`src/rtl/lock_ctrl_sequencer.sv`:
```
// lock_ctrl_sequencer
// Command-driven controller for the enable/lock control pair. Commands arrive
// over a valid/ready handshake; enable requests wait out a settle period
// before enable_all asserts, and lock is sticky until reset. Rejected
// commands are counted in a saturating error counter.

module lock_ctrl_sequencer #(
    parameter int SETTLE_CYCLES = 4,
    parameter int CNT_W         = 8
) (
    input  logic             clk,
    input  logic             rst,
    input  logic             cmd_valid,
    output logic             cmd_ready,
    input  logic [3:0]       control_signal,
    output logic             enable_all,
    output logic             lock_on,
    output logic             busy,
    output logic             cmd_done,
    output logic             cmd_err,
    output logic [CNT_W-1:0] err_count
);

    // Settle counter only has to hold SETTLE_CYCLES-1.
    localparam int SET_W = (SETTLE_CYCLES > 1) ? $clog2(SETTLE_CYCLES) : 1;

    localparam logic [SET_W-1:0] SETTLE_LOAD = SET_W'(SETTLE_CYCLES - 1);
    localparam logic [CNT_W-1:0] ERR_MAX     = '1;

    typedef enum logic [1:0] {
        ST_DISABLED = 2'd0,
        ST_ENABLING = 2'd1,
        ST_ENABLED  = 2'd2,
        ST_LOCKED   = 2'd3
    } state_t;

    typedef enum logic [1:0] {
        CMD_ENABLE  = 2'd0,
        CMD_DISABLE = 2'd1,
        CMD_LOCK    = 2'd2,
        CMD_INVALID = 2'd3
    } cmd_t;

    state_t           state_q, state_d;
    logic [SET_W-1:0] cnt_q, cnt_d;
    logic             enable_q, enable_d;
    logic             lock_q, lock_d;
    logic             done_q, done_d;
    logic             err_q, err_d;
    logic [CNT_W-1:0] err_cnt_q, err_cnt_d;

    cmd_t             cmd;
    logic             accept;

    // Decode the raw command code; anything outside the three legal codes is rejected.
    always_comb begin
        unique case (control_signal)
            4'b0001: cmd = CMD_ENABLE;
            4'b0010: cmd = CMD_DISABLE;
            4'b0011: cmd = CMD_LOCK;
            default: cmd = CMD_INVALID;
        endcase
    end

    // NOTE: ready is decoded straight from the state register (not registered
    // again) so it drops in the very cycle ENABLING is entered.
    assign cmd_ready = (state_q != ST_ENABLING);
    assign busy      = (state_q == ST_ENABLING);
    assign accept    = cmd_valid && cmd_ready;

    // Next-state, settle counter and response-pulse logic.
    always_comb begin
        // NOTE: every signal assigned here gets a default first, so no path
        // through the case statement can leave one unassigned and infer a latch.
        state_d   = state_q;
        cnt_d     = cnt_q;
        done_d    = 1'b0;
        err_d     = 1'b0;
        err_cnt_d = err_cnt_q;

        unique case (state_q)
            ST_DISABLED: begin
                if (accept) begin
                    unique case (cmd)
                        CMD_ENABLE: begin
                            // Completion is reported when the settle ends, not now.
                            state_d = ST_ENABLING;
                            cnt_d   = SETTLE_LOAD;
                        end
                        CMD_DISABLE: done_d = 1'b1;
                        CMD_LOCK: begin
                            state_d = ST_LOCKED;
                            done_d  = 1'b1;
                        end
                        default: err_d = 1'b1;
                    endcase
                end
            end

            ST_ENABLING: begin
                // No command can be accepted here; just run out the settle time.
                if (cnt_q == '0) begin
                    state_d = ST_ENABLED;
                    done_d  = 1'b1;
                end else begin
                    cnt_d = cnt_q - 1'b1;
                end
            end

            ST_ENABLED: begin
                if (accept) begin
                    unique case (cmd)
                        CMD_ENABLE: done_d = 1'b1;
                        CMD_DISABLE: begin
                            state_d = ST_DISABLED;
                            done_d  = 1'b1;
                        end
                        CMD_LOCK: begin
                            state_d = ST_LOCKED;
                            done_d  = 1'b1;
                        end
                        default: err_d = 1'b1;
                    endcase
                end
            end

            ST_LOCKED: begin
                // Sticky: only a repeated LOCK succeeds, everything else is refused.
                if (accept) begin
                    if (cmd == CMD_LOCK) begin
                        done_d = 1'b1;
                    end else begin
                        err_d = 1'b1;
                    end
                end
            end

            default: state_d = ST_DISABLED;
        endcase

        if (err_d && (err_cnt_q != ERR_MAX)) begin
            err_cnt_d = err_cnt_q + 1'b1;
        end
    end

    // Control outputs follow the state being entered, so they change on the accept edge.
    always_comb begin
        enable_d = (state_d == ST_ENABLED);
        lock_d   = (state_d == ST_LOCKED);
    end

    // State and output registers; reset wins over any simultaneous accept.
    always_ff @(posedge clk) begin
        // NOTE: non-blocking assignments so every register samples the
        // pre-edge values, independent of statement order.
        if (rst) begin
            state_q   <= ST_DISABLED;
            cnt_q     <= '0;
            enable_q  <= 1'b0;
            lock_q    <= 1'b0;
            done_q    <= 1'b0;
            err_q     <= 1'b0;
            err_cnt_q <= '0;
        end else begin
            state_q   <= state_d;
            cnt_q     <= cnt_d;
            enable_q  <= enable_d;
            lock_q    <= lock_d;
            done_q    <= done_d;
            err_q     <= err_d;
            err_cnt_q <= err_cnt_d;
        end
    end

    assign enable_all = enable_q;
    assign lock_on    = lock_q;
    assign cmd_done   = done_q;
    assign cmd_err    = err_q;
    assign err_count  = err_cnt_q;

    // Output invariants: the control pair and the response pulses are mutually exclusive.
    a_en_lock_excl : assert property (@(posedge clk) disable iff (rst)
        !(enable_all && lock_on));
    a_done_err_excl : assert property (@(posedge clk) disable iff (rst)
        !(cmd_done && cmd_err));

endmodule

```
`config.mk`:
```
export PLATFORM = sky130hd
export DESIGN_NAME = lock_ctrl_sequencer
export DESIGN_NICKNAME = d
export VERILOG_FILES = /design/src/rtl/lock_ctrl_sequencer.sv
export SDC_FILE = /design/constraint.sdc
export NUM_CORES = 1
export LEC_CHECK = 0
export CAP_MARGIN = 40
export CORE_MARGIN = 1
export CORE_UTILIZATION = 51
export CTS_BUF_LIST = sky130_fd_sc_hd__clkbuf_16
export CTS_CLUSTER_DIAMETER = 50
export DETAILED_ROUTE_END_ITERATION = 10
export PLACE_DENSITY = 0.82
export SLEW_MARGIN = 20
export SYNTH_ARGS = -nofsm -noshare
export SYNTH_HDL_FRONTEND = slang
export SYNTH_SLANG_ARGS = --single-unit
```
`constraint.sdc`:
```
create_clock -name clk -period 4.3 [get_ports clk]
set_input_delay 0.86 -clock clk [delete_from_list [all_inputs] [get_ports clk]]
set_output_delay 0.86 -clock clk [all_outputs]
set_load 0.02 [all_outputs]
```
=== After elaboration in Yosys (flattened, before gate mapping) ===
Cells that the tools add are included.

* Input bits: 7
* Output and inout bits: 14
* Memory bits (writable): 0
* ROM bits: 0
* Memories kept: 0
* Word-level logic and storage cells: 58
* Bits in registers: 16
* Latch bits: 0

* $lt $le $gt $ge: 0
* Divide/modulo/power cells: 0
* Shift operators: 0
* Reductions and logical operators: 10
* Add/sub/neg operators: 2
* Bitwise operators: 0
* Equal/unequal tests: 15
* Muxes and demuxes: 24
* $mul: 0

{| class="wikitable"
|+ Operator list
! cell !! count
|-
| 2-bit 2-to-1 mux || 6
|-
| 2-bit one-hot mux with 2 select lines || 3
|-
| 2-bit one-hot mux with 3 select lines || 2
|-
| 1-bit 2-to-1 mux || 11
|-
| 2-bit equality test (second input constant) || 5
|-
| 8-bit by 1-bit adder with 8-bit output (second input constant) || 1
|-
| 4-bit by 2-bit equality test with 1-bit output (second input constant) || 2
|-
| 8-bit inequality test (second input constant) || 1
|-
| 2-bit logical NOT || 3
|-
| 2-bit inequality test (second input constant) || 3
|-
| 2-bit by 1-bit equality test with 1-bit output (second input constant) || 2
|-
| 4-bit by 1-bit equality test with 1-bit output (second input constant) || 1
|-
| 1-bit one-hot mux with 4 select lines || 1
|-
| 4-bit AND reduction || 1
|-
| 2-bit OR reduction || 2
|-
| 3-bit OR reduction || 1
|-
| 1-bit logical AND || 2
|-
| 2-bit by 1-bit inequality test with 1-bit output (second input constant) || 1
|-
| 1-bit one-hot mux with 2 select lines || 1
|-
| 2-bit nonzero test || 1
|-
| 2-bit by 1-bit subtractor with 2-bit output (second input constant) || 1
|}

=== Logic depth before layout (Yosys ltp) ===
* Depth after elaboration: 8
* Depth in mapped cells: 8
* Depth with buffers taken out: 8

=== Least setup slack after synthesis ===
Ideal clock, no wire load.

* Path kind: in2reg
* From: input control_signal[1]
* To: register enable_q (netlist: enable_all)
* Arrival time: 2.372 ns
* Data required time: 4.197 ns
* Stages on the path: 5
* Buffers on the path: 0
* Setup slack: 1.824 ns
* Library setup time: 0.103 ns
* Path through: or4b_4 a2111oi_4 and2_4 a31oi_2 a2111oi_2

* Word-level cells in the longest chain between the ends: 7
* Elaborated cells between the ends (all ways): 13
* Those cells by class: eq/ne (6); mux (6); reduce/logical (1)

{| class="wikitable"
|+ RTL lines
! what !! RTL line !! text
|-
| start: declaration || 15 || <nowiki>input logic [3:0] control_signal,</nowiki>
|-
| 4-bit by 2-bit equality test with 1-bit output / 4-bit by 1-bit equality test with 1-bit output (equally long branches) || 57 || <nowiki>unique case (control_signal)</nowiki>
|-
| 2-bit one-hot mux with 3 select lines * || 57 ||
|-
| 2-bit equality test, or another cell as far along || 84, 112 ||
|-
| 2-bit one-hot mux with 2 select lines (on tied branches) || 112, 84 ||
|-
| 2-bit 2-to-1 mux (on tied branches) || 111, 83 ||
|-
| 2-bit one-hot mux with 3 select lines * || 81 || <nowiki>unique case (state_q)</nowiki>
|-
| 2-bit equality test * || 148 || <nowiki>enable_d = (state_d == ST_ENABLED);</nowiki>
|-
| end signal: assignment || 167 || <nowiki>enable_q <= enable_d;</nowiki>
|-
| end: declaration || 46 || <nowiki>logic enable_q, enable_d;</nowiki>
|}

Mark *: on every way between the ends. The rest lies on a longest branch, timed or not.
A chain may end at the register's enable or synchronous reset.

=== Worst setup path in the final report ===
Ends and elaborated chain as after synthesis.

==> results.yml <==
synthesis:
  synth_area_leaders: "dfxtp_1 (38%), nor2_1 (7.1%), ha_1 (5.9%), xnor2_1 (5.1%), a21oi_1 (4.1%)"
  yosys_register_bits: 16
  synth_commonest_cells: "dfxtp_1 (16), nor2_1 (16), nand2_1 (8)"
  synth_fp_nets: 108
  synth-async-reset-ratio_pct: 0
  seq_area_frac_synth_pct: 37.6
  synth_largest_area_cell: "dfxtp_1"
  synth_area_per_cell_sq_um: 8.77
  synth_edf_count: 0
  synth_warnings: 0
  netlist_instances: 97
  syn_area_sq_um: 851
  netlist.area_leader.share_pct: 37.6
  synthFlopType: "dfxtp_1"
  ys_types: 31
timing:
  min_period_over_period_pct: 65.6
  setup_viol: 0
  hold_viol: 0
  slew_headroom_pct: 58.7
  fin_worst_skew_ps: 2.22
  setup_ws_ps: 1480
  fmax_ghz: 0.354
  slew_violations: 0
  setup_tns_ps: 0
  rsz0062_at_grt: "false"
  tightestPinTransition_ps: 619
  fin_crit_ps: 2820
die:
  die-area_sq_um: 1840
  die_w_um: 42.8
  rows: 14
  io-pin-count: 21
  start_util_pct: 55.8
  fp.coreArea_sq_um: 1520
  die_height_um: 42.8
cts:
  postCtsHoldBufs: 0
  cts_tree: "built"
  postCtsSetupBuffers: 0
  clkLatencyLatePin_ps: 240
  path_clk_slew_ps: 50
  htree_levels: 1
  post_cts_resized: 0
  cts_buffers: 3
  cts_root_buf: "clkbuf_16"
  clkSinkCount: 16
  clk_path_buf_depth: 2
detailed_routing:
  first_pass_iters: 4
  wl_per_cell_um: 12.7
  drt-initial-drc-count: 9
  drcViolationCount: 0
  ant_nets: 0
  wirelength_um: 1710
  vias: 767
  routed_via_density: 5.68
power_and_ir_drop:
  ir_drop_mv: 0.282
  power_density_nw_per_um2: 340
  p_leak_uw: 0.000433
placement:
  portBuffers: 20
  gp_congestion: 0.845
  dp_hpwl_um: 1280
  dp_worst_setup_slack_ps: 1220
layout:
  utilization_pct: 74.5
  drive_above_1_share_pct: 9.24
  area_delta_synth_final_pct: 33.4
  fill_cells: 110
  diodes: 0
  seqCellArea_sq_um: 320
  multi_input_area_sq_um: 489
  final_nets: 132
worst_setup_path:
  crit_arrival_ps: 2960
  cp-startpoint: "control_signal[1]"
  worstSetupStartpointType: "primary input"
  crit_path_max_incr_delay_ps: 590
  worst-path-max-fanout: 4
  endpoint: "enable_all"
  cpMaxStageDelayCell: "or4b_4"
  end_kind: "flop"
  reg2reg_setup_slack_ps: 2280
  r2r-end: "err_count[7]"
  ff2ff_path_depth: 6
  cp_cell_sequence: "clkdlybuf4s50_1, or4b_4, a2111oi_4, and2_4, a31oi_2, a2111oi_2"
  crit_type: "in -> reg"
  reg2reg_from: "state_q[1]"
  required_ps: 4440
min_path:
  hold_path.class: "reg -> reg"
job:
  cap_violations: 0
global_route:
  first_global_vias: 747
  grt_pass1_wl_um: 3160
  antenna_found_initial: 0
  track_usage_pct: 22.7
  grt_max_degree: 15
  grt_overflow: 0
outcome:
  status: "finished clean"
[worst min path at each step]
stage                to     start  cells after the start  slack (ps)
2_1_floorplan  cnt_q[0]  cnt_q[0]                      1         440
3_3_place_gp   cnt_q[0]  cnt_q[0]                      1         460
3_5_place_dp   cnt_q[1]  cnt_q[1]                      2         480
4_1_cts        cnt_q[1]  cnt_q[1]                      2         490
5_1_grt        cnt_q[1]  cnt_q[1]                      2         520
6_report       cnt_q[1]  cnt_q[1]                      2         480
[per-layer routing]
| layer | routed length, um | global-route usage (%) | up-vias | part of all wire, % |
|---|---|---|---|---|
| met5 | 0 | 0 | - | 0 |
| met4 | 28 | 9.38 | 0 | 1.6 |
| met3 | 72 | 5.11 | 5 | 4.2 |
| met2 | 763 | 35.8 | 19 | 45 |
| met1 | 845 | 29.6 | 349 | 49 |
| li1 | - | - | 394 | - |
[through the flow]
step / std cells / power, uW / hold slack (ps) / cell area (sq um)
floorplan: 97 / 193 / 443 / 851
global placement: 131 / 212 / 460 / 1060
detailed placement: 132 / 214 / 479 / 1060
CTS: 135 / 390 / 489 / 1130
global route: 135 / 401 / 517 / 1130
finish: 135 / 386 / 483 / 1130
[worst max-delay path, delay by kind of cell]
family	cells	cell delay [ps]
AO/OA/AOI/OAI	3	820
buffers and inverters	1	460
AND/OR/NAND/NOR	2	810
[cells in the final DEF (no fill, tap or decap), types with 2 or more instances in the layout]
cell type	count
xnor2_1	5
dfxtp_1	16
nand3b_1	2
o21ai_0	2
clkdlybuf4s50_1	20
a211oi_1	3
a21oi_1	7
nor3_1	4
clkbuf_16	3
a31o_2	2
nand3_1	2
ha_1	4
nand2_1	8
nor2_1	16
inv_1	7
nor3b_1	2
[cell families (layout without fill, tap and decap cells)]
kind of cell               Yosys count  in the layout  synth area share (%)
DFF                                 16             16                  37.6
adders and majority gates            4              4                  5.88
buffers and inverters                9             31                  4.85
xor gates and xnor gates             5              5                  5.15
AOI/OAI and AO/OA                   22             22                  21.2
and+or+nand+nor                     41             41                  25.3
[area by class of cell]
| class | count | share of cell area (%) |
|---|---|---|
| Tap cell | 16 | 1.76 |
| Sequential cell | 16 | 28.2 |
| Multi-Input combinational cell | 72 | 43.1 |
| Inverter | 7 | 2.32 |
| Timing Repair Buffer | 21 | 18.0 |
| Clock buffer | 3 | 6.62 |
[sequential cells by signal, indices dropped and copies added (netlist names)]
register and count:
cmd_done 1, cmd_err 1, cnt_q 2, enable_all 1
err_count 8, lock_on 1, state_q 2
[power by group]
| group | switching [uW] | internal [uW] | leakage (uW) |
|---|---|---|---|
| Sequential | 5.19 | 154 | 0.000130 |
| Combinational | 26.7 | 24.9 | 0.000266 |
| Clock | 53.4 | 122 | 0.0000370 |
Power figures use the tool's default switching activity.
